[src/rtl/nr4sdp_serial_mult.sv]
// Iterative 16x16 signed multiplier consuming NR4SD+ digits (7) plus one MB top digit.
// Optional zero-digit early exit: define NR4SDP_SERIAL_MULT_ZERO_SKIP_EN.
module nr4sdp_serial_mult (
    input  logic        clk,
    input  logic        rst,
    input  logic        start,
    input  logic [6:0]  nm,
    input  logic [6:0]  np,
    input  logic        sign,
    input  logic        one,
    input  logic        two,
    input  logic [15:0] b,
    output logic        ready,
    output logic        done,
    output logic [31:0] p
);

    // state | meaning
    // IDLE  | ready=1, waiting for start; operands latched on accept
    // RUN   | one radix-4 partial product per cycle, digit index k
    // DONE  | p/done loaded on entry; returns to IDLE next cycle
    typedef enum logic [1:0] {IDLE, RUN, DONE} state_t;

    state_t       state;
    logic [6:0]   nm_r, np_r;
    logic         sign_r, one_r, two_r;
    logic [15:0]  b_r;
    logic [31:0]  acc;
    logic [2:0]   k;

    logic               neg, mag1, mag2, last;
    logic signed [17:0] b_ext, mag, pp;
    logic signed [31:0] pp_ext, pp_sh;
    logic [31:0]        acc_nxt;

    assign b_ext = {{2{b_r[15]}}, b_r};

    // Digit decode: (np,nm) 00->0, 01->-1, 11->+1, 10->+2. one&two is treated as magnitude 1.
    always_comb begin
        neg  = 1'b0;
        mag1 = 1'b0;
        mag2 = 1'b0;
        if (k == 3'd7) begin
            neg  = sign_r;
            mag1 = one_r;
            mag2 = two_r & ~one_r;
        end else begin
            neg  = nm_r[k] & ~np_r[k];
            mag1 = nm_r[k];
            mag2 = np_r[k] & ~nm_r[k];
        end
    end

    always_comb begin
        mag = 18'sd0;
        if (mag1)
            mag = b_ext;
        else if (mag2)
            mag = b_ext <<< 1;
        pp = neg ? -mag : mag;
    end

    assign pp_ext  = {{14{pp[17]}}, pp};
    assign pp_sh   = pp_ext <<< {k, 1'b0};
    assign acc_nxt = acc + $unsigned(pp_sh);

`ifdef NR4SDP_SERIAL_MULT_ZERO_SKIP_EN
    logic [7:0] nz, upper;
    assign nz    = {one_r | two_r, nm_r | np_r};
    assign upper = nz >> k;
    assign last  = (k == 3'd7) || (upper[7:1] == 7'd0);
`else
    assign last  = (k == 3'd7);
`endif

    always_ff @(posedge clk) begin
        if (rst) begin
            state  <= IDLE;
            ready  <= 1'b1;
            done   <= 1'b0;
            p      <= 32'd0;
            acc    <= 32'd0;
            k      <= 3'd0;
            nm_r   <= 7'd0;
            np_r   <= 7'd0;
            sign_r <= 1'b0;
            one_r  <= 1'b0;
            two_r  <= 1'b0;
            b_r    <= 16'd0;
        end else begin
            case (state)
                IDLE: begin
                    done <= 1'b0;
                    if (start) begin
                        nm_r   <= nm;
                        np_r   <= np;
                        sign_r <= sign;
                        one_r  <= one;
                        two_r  <= two;
                        b_r    <= b;
                        acc    <= 32'd0;
                        k      <= 3'd0;
                        ready  <= 1'b0;
                        state  <= RUN;
                    end
                end
                RUN: begin
                    acc <= acc_nxt;
                    if (last) begin
                        p     <= acc_nxt;
                        done  <= 1'b1;
                        state <= DONE;
                    end else begin
                        k <= k + 3'd1;
                    end
                end
                DONE: begin
                    done  <= 1'b0;
                    ready <= 1'b1;
                    state <= IDLE;
                end
                default: begin
                    done  <= 1'b0;
                    ready <= 1'b1;
                    state <= IDLE;
                end
            endcase
        end
    end

endmodule

[config.mk]
export PLATFORM = sky130hd
export DESIGN_NAME = nr4sdp_serial_mult
export DESIGN_NICKNAME = d
export VERILOG_FILES = /design/src/rtl/nr4sdp_serial_mult.sv
export SDC_FILE = /design/constraint.sdc
export NUM_CORES = 1
export LEC_CHECK = 0
export CAP_MARGIN = 30
export CELL_PAD_IN_SITES_DETAIL_PLACEMENT = 1
export CELL_PAD_IN_SITES_GLOBAL_PLACEMENT = 2
export CORE_MARGIN = 2
export CORE_UTILIZATION = 37
export DETAILED_ROUTE_END_ITERATION = 6
export PLACE_DENSITY = 0.87
export SLEW_MARGIN = 15
export SYNTH_ARGS = -nofsm -noshare
export SYNTH_HDL_FRONTEND = slang
export SYNTH_SLANG_ARGS = --single-unit
export TNS_END_PERCENT = 5
[constraint.sdc]
create_clock -name clk -period 11 [get_ports clk]
set_clock_uncertainty 0.05 [all_clocks]
set_input_delay 2.75 -clock clk [delete_from_list [all_inputs] [get_ports clk]]
set_output_delay 2.75 -clock clk [all_outputs]
set_load 0.02 [all_outputs]
Word level (Yosys, flattened, before mapping):

Cells that the tools add are included.

* $add $sub $neg: 3
* order comparisons: 1
* equal/unequal tests: 5
* shift-type cells: 1
* mux-type cells: 20
* bitwise gates (word level): 7
* reductions and logical operators: 9

Operator list (count)
* $pmux 32 s2: 1
* $mux 18: 3
* $add 32x32->32: 1
* $mux 32: 1
* $sshl 18x4->32: 1
* $neg 18->18: 1
* $reduce_and 2->1: 5
* $bmux 1 s3: 2
* $mux 1: 6
* $mux 3: 2
* $ne 2x2->1 const B: 3
* $pmux 3 s2: 1
* $lt 3x4->1 const B: 1
* $mux 2: 2
* $not 1->1: 4
* $pmux 2 s2: 1
* $add 3x1->3 const B: 1
* $and 1x1->1: 3
* $eq 3x3->1 const B: 1
* $reduce_and 3->1: 1
* $eq 2x1->1 const B: 1
* $logic_not 2->1: 1
* $pmux 1 s2: 1
* $reduce_bool 2->1: 1
* $reduce_or 2->1: 1

* flip-flop bits (word level): 104
* bits of input ports: 36
* output and inout bits: 34
* word-level logic and storage cells: 58

Longest topological paths before layout:

* depth after elaboration: 12
* depth in mapped cells: 31
* depth with buffers taken out: 28

Worst setup path before layout:

No wires, ideal clock.

* kind: register to register
* from: reg k[0]
* to: reg p[30]
* library setup time: 0.120 ns
* arrival time: 6.117 ns
* required time: 10.830 ns
* path slack: 4.713 ns
* cell stages (with the launch flop): 31
* buffers on the path: 2
* clock period less this slack: 6.287 ns
* path through: dfxtp_1 > ha_1 > ha_1 > clkbuf_1 > a221o_1 > o21ai_4 > nor2_2 > buf_6 > a22oi_1 > ha_1 > inv_1 > or3_1 > a211oi_1 > a311o_1 > o21ai_1 > mux2_2 > mux2_2 > nand3_1 > o21ai_1 > o21a_1 > ha_1 > nand3_1 > nor2_1 > o211ai_1 > a21boi_0 > o221ai_1 > o21ai_0 > a31oi_1 > o21ai_0 > nor4b_1 > a211o_1

* longest elaborated chain between the ends: 11
* elaborated cells between the ends (all ways): 19
* classes of those cells: 2 x add/sub; 1 x eq/ne; 1 x shift; 10 x mux; 4 x bitwise; 1 x reduce/logical

RTL lines
* from (decl): line 29 `logic [2:0] k;`
* from (signal assigned): line 114 `k <= k + 3'd1;`
* $bmux 1 s3: line 48, 49, 50
* $mux 1 (implied by the code): line 48, 49, 50
* $not 1->1: line 50 `mag2 = np_r[k] & ~nm_r[k];`
* $and 1x1->1: line 50
* $mux 1: line 43 `if (k == 3'd7) begin`
* $mux 18: line 58 `else if (mag2)`
* $mux 18: line 56 `if (mag1)`
* $neg 18->18: line 60 `pp = neg ? -mag : mag;`
* $mux 18: line 60
* $sshl 18x4->32: line 64 `assign pp_sh = pp_ext <<< {k, 1'b0};`
* $add 32x32->32: line 65 `assign acc_nxt = acc + $unsigned(pp_sh);`
* to (signal assigned): line 110 `p <= acc_nxt;`
* to (decl): line 15 `output logic [31:0] p`

Several ways; a longest one is shown, not always the timed one. The select of a mux whose other input is x is not followed.
A chain may end at the register's enable or synchronous reset.

Worst setup path after layout:

Ends and elaborated chain as after synthesis.

==> impl_results.md <==
* Psw at 309 uW
* Dpl hpwl at 16400 um
* WL/cell at 18.6 um
* Hold path start: np_r[1]
* CP required at 11200 ps
* CP Max Fanout at 48
* Max-Cap Viols at 0
* Row cnt at 50
* CTS tree: built
* WP data arrival at 8420 ps
* Max VDD drop at 0.0747 mV
* Vias in the first global route at 6767
* Synth Register Bits at 104
* Cell area after synthesis at 7110 um2
* Pint at 629 uW
* XOR/XNOR Fraction of Synth Area at 0.0498
* I/O pins at 70
* Inserted Diodes at 0
* Final wirelength at 22100 um
* First-pass GRT wire length at 36100 um
* R2R cell count at 29
* Final hold slack at 406 ps
* Drt via density at 5.72
* Main flop type after synthesis: dfxtp_1
* Buf+Inv Stages, Crit Path at 2
* Comb pwr share at 0.236
* Critical-path top delay cell: o21ai_4
* Pwr Density at 115 nW/um2
* Tcrit/Tclk final at 0.747
* Max-slew violation count at 0
* Switch share at 0.329
* Ys async rst share at 0
* Multi-input logic area at 4670 um2
* Hold Vio Cnt, Final at 0
* Largest family of logic cells by synthesized area: compound AO/OA/AOI/OAI gates
* Core Area at 18800 um2
* Initial antenna violation count at 0
* Cts hold-fix bufs at 0
* Largest net degree at the start of global routing at 55
* Area delta synth->final at 15.2%
* Drc violations at 0
* Gr ovfl total at 0
* Cells after Synth at 919
* Post-Route Utilization at 0.436
* Die span in x at 143 um
* Die area at 20300 um2
* Via count at 6793
* Post-synthesis mux area share at 0.0535
* Lkg Pwr at 0.00311 uW
* Die Y-Extent at 143 um
* Mapped Avg Cell Area at 7.73 um2
* Number of synthesized flops with an enable pin at 0
* Seq/Total Area, Yosys at 0.293
* RSZ-0062 raised after global routing: false
* CP endpoint kind: register
* R2R Setup Slk at 2780 ps
* Final nets at 1019
* Clock network fraction of design power at 0.336
* Clk pin slew, worst setup/hold paths at 70 ps
* Slew headroom at 0.327
* Share of cells above drive strength 1 at 0.0703
* CTS buffer count at 9
* Worst hold endpoint: np_r[1]
* CP Class: reg -> reg
* Worst min path class: reg -> reg
* Clock root buffer: clkbuf_16
* Count of input and output buffers at 69
* Final Wtd Congestion at 0.948
* Worst-margin pin slew at 1000 ps
* GRT Overall Usage at 0.223
* Area share of and/or/nand/nor cells after synthesis at 0.202
* Max Buffers Root-to-Sink at 2
* Startpoint type of the worst setup path: register
* Crit path launch: k[0]
* Final setup vio count at 0
* Fin Setup TNS at 0 ps
* Worst reg2reg path endpoint: p[30]
* Clk Latency, worst-skew pair at 360 ps
* Crit path max-delay family: compound AO/OA/AOI/OAI gates
* Crit path top cell by count: ha_1
* Status: completed
* Post-Synth Adder-Cell Area at 0.0627
* Final min period at 8220 ps
* Post-route ant nets at 0
* Hold depth at 2
* Max incr delay on CP at 570 ps
* DRT Pass-1 Iters at 4
* CTS H-tree depth at 3
* CTS-repair resized insts at 0
* Register area at 2080 um2
* Fill count at 2292
* Initial core utilization at 0.379
* Power share of the sequential group at 0.428
* Syn_nets at 990
* Distinct cell type count after synthesis at 87
* Worst r2r src: k[0]
* Fmax at 0.122 GHz
* Post-CTS Repair Setup Buffers at 0
* DRT iter0 DRCs at 332
* Clock Sink Count at 104
* Yosys warnings at 0
* Post-synthesis compound-gate area fraction at 0.288
[cell usage after synthesis, drive strengths merged, types with 13 or more instances]
cell type | number | area (um2)
nand2 | 177 | 664
a22oi | 15 | 118
xor2 | 15 | 131
nand3 | 18 | 90.1
a21o | 17 | 128
a21oi | 113 | 569
xnor2 | 22 | 200
nor3 | 13 | 65.1
dfxtp | 104 | 2080
ha | 34 | 425
nor2 | 69 | 262
buf | 18 | 123
clkbuf | 45 | 169
a22o | 22 | 193
inv | 18 | 67.6
o21ai | 38 | 201
mux2i | 17 | 178
[registers in the layout (all words and copies together) (netlist names)]
register / flops
nm_r: 7
one_r: 1
state: 2
sign_r: 1
k: 3
b_r: 16
done: 1
p: 32
two_r: 1
np_r: 7
acc: 32
ready: 1
[worst max-delay path by stage]
stage          endpoint  slack, ps  cells past startpoint
4_1_cts           p[30]       2980                     29
2_1_floorplan     p[30]       4710                     30
3_3_place_gp      p[30]       3270                     29
6_report          p[30]       2780                     29
5_1_grt           p[30]       2120                     29
3_5_place_dp      p[30]       3030                     29
[routing by layer]
layer	vias to the layer above	GRT usage	routed length, um
li1	3356	-	-
met1	3294	0.317	11200
met2	114	0.349	9790
met3	29	0.0310	629
met4	0	0.0730	473
met5	-	0	0
[worst min-delay path: stages (launching register included)]
cell,delay [ps]
dfxtp_1,310
nand2_1,50
a21oi_1,50
[final cells by class]
cell class,count,area share
clock inverter,6,0.00550
clock buffer,10,0.0280
tap,234,0.0358
multi-input combinational,734,0.570
inverter,18,0.00826
sequential,104,0.255
timing repair buffer,81,0.0975
[kinds of logic (layout without fill, tap and decap cells)]
kind of cell	Yosys count	count (layout)
AOI/OAI and AO/OA	302	302
xor gates and xnor gates	38	38
adders and majority gates	35	35
buffers and inverters	81	115
DFF	104	104
muxes	31	31
and+or+nand+nor	328	328
[power by group through the flow]
stage | clock network, uW | logic, uW | registers [uW]
floorplan | 0 | 163 | 404
global placement | 0 | 215 | 410
detailed placement | 0 | 218 | 410
CTS | 322 | 220 | 402
global route | 336 | 243 | 404
finish | 315 | 221 | 402
[through the flow]
stage | total power (uW) | cell area, um2 | std cells | setup WS (ps)
4_1_cts | 944 | 8180 | 1187 | 2980
3_5_place_dp | 629 | 7910 | 1171 | 3030
3_3_place_gp | 625 | 7870 | 1168 | 3270
2_1_floorplan | 567 | 7110 | 919 | 4710
6_report | 938 | 8180 | 1187 | 2780
5_1_grt | 983 | 8180 | 1187 | 2120
[cell usage in the layout, fill, tap and decap left out, types with 5 or more instances in the layout]
cell / count
o21bai_1: 8
inv_1: 18
mux2i_1: 15
a211oi_1: 6
clkdlybuf4s50_1: 68
o211ai_1: 11
o21a_1: 10
o22ai_1: 8
a21o_1: 17
mux2_2: 9
nor2b_1: 8
nor3_1: 13
xor2_1: 15
o21ai_1: 9
clkbuf_16: 9
a21oi_1: 112
nand2b_1: 5
a22o_1: 22
ha_1: 34
dfxtp_1: 103
o21ai_0: 28
a22oi_1: 14
a31oi_1: 10
nor2_1: 67
nand3_1: 18
buf_4: 9
and2_1: 7
or3_1: 6
xnor2_1: 21
nand2_1: 177
(Power assumes the default switching activity.)
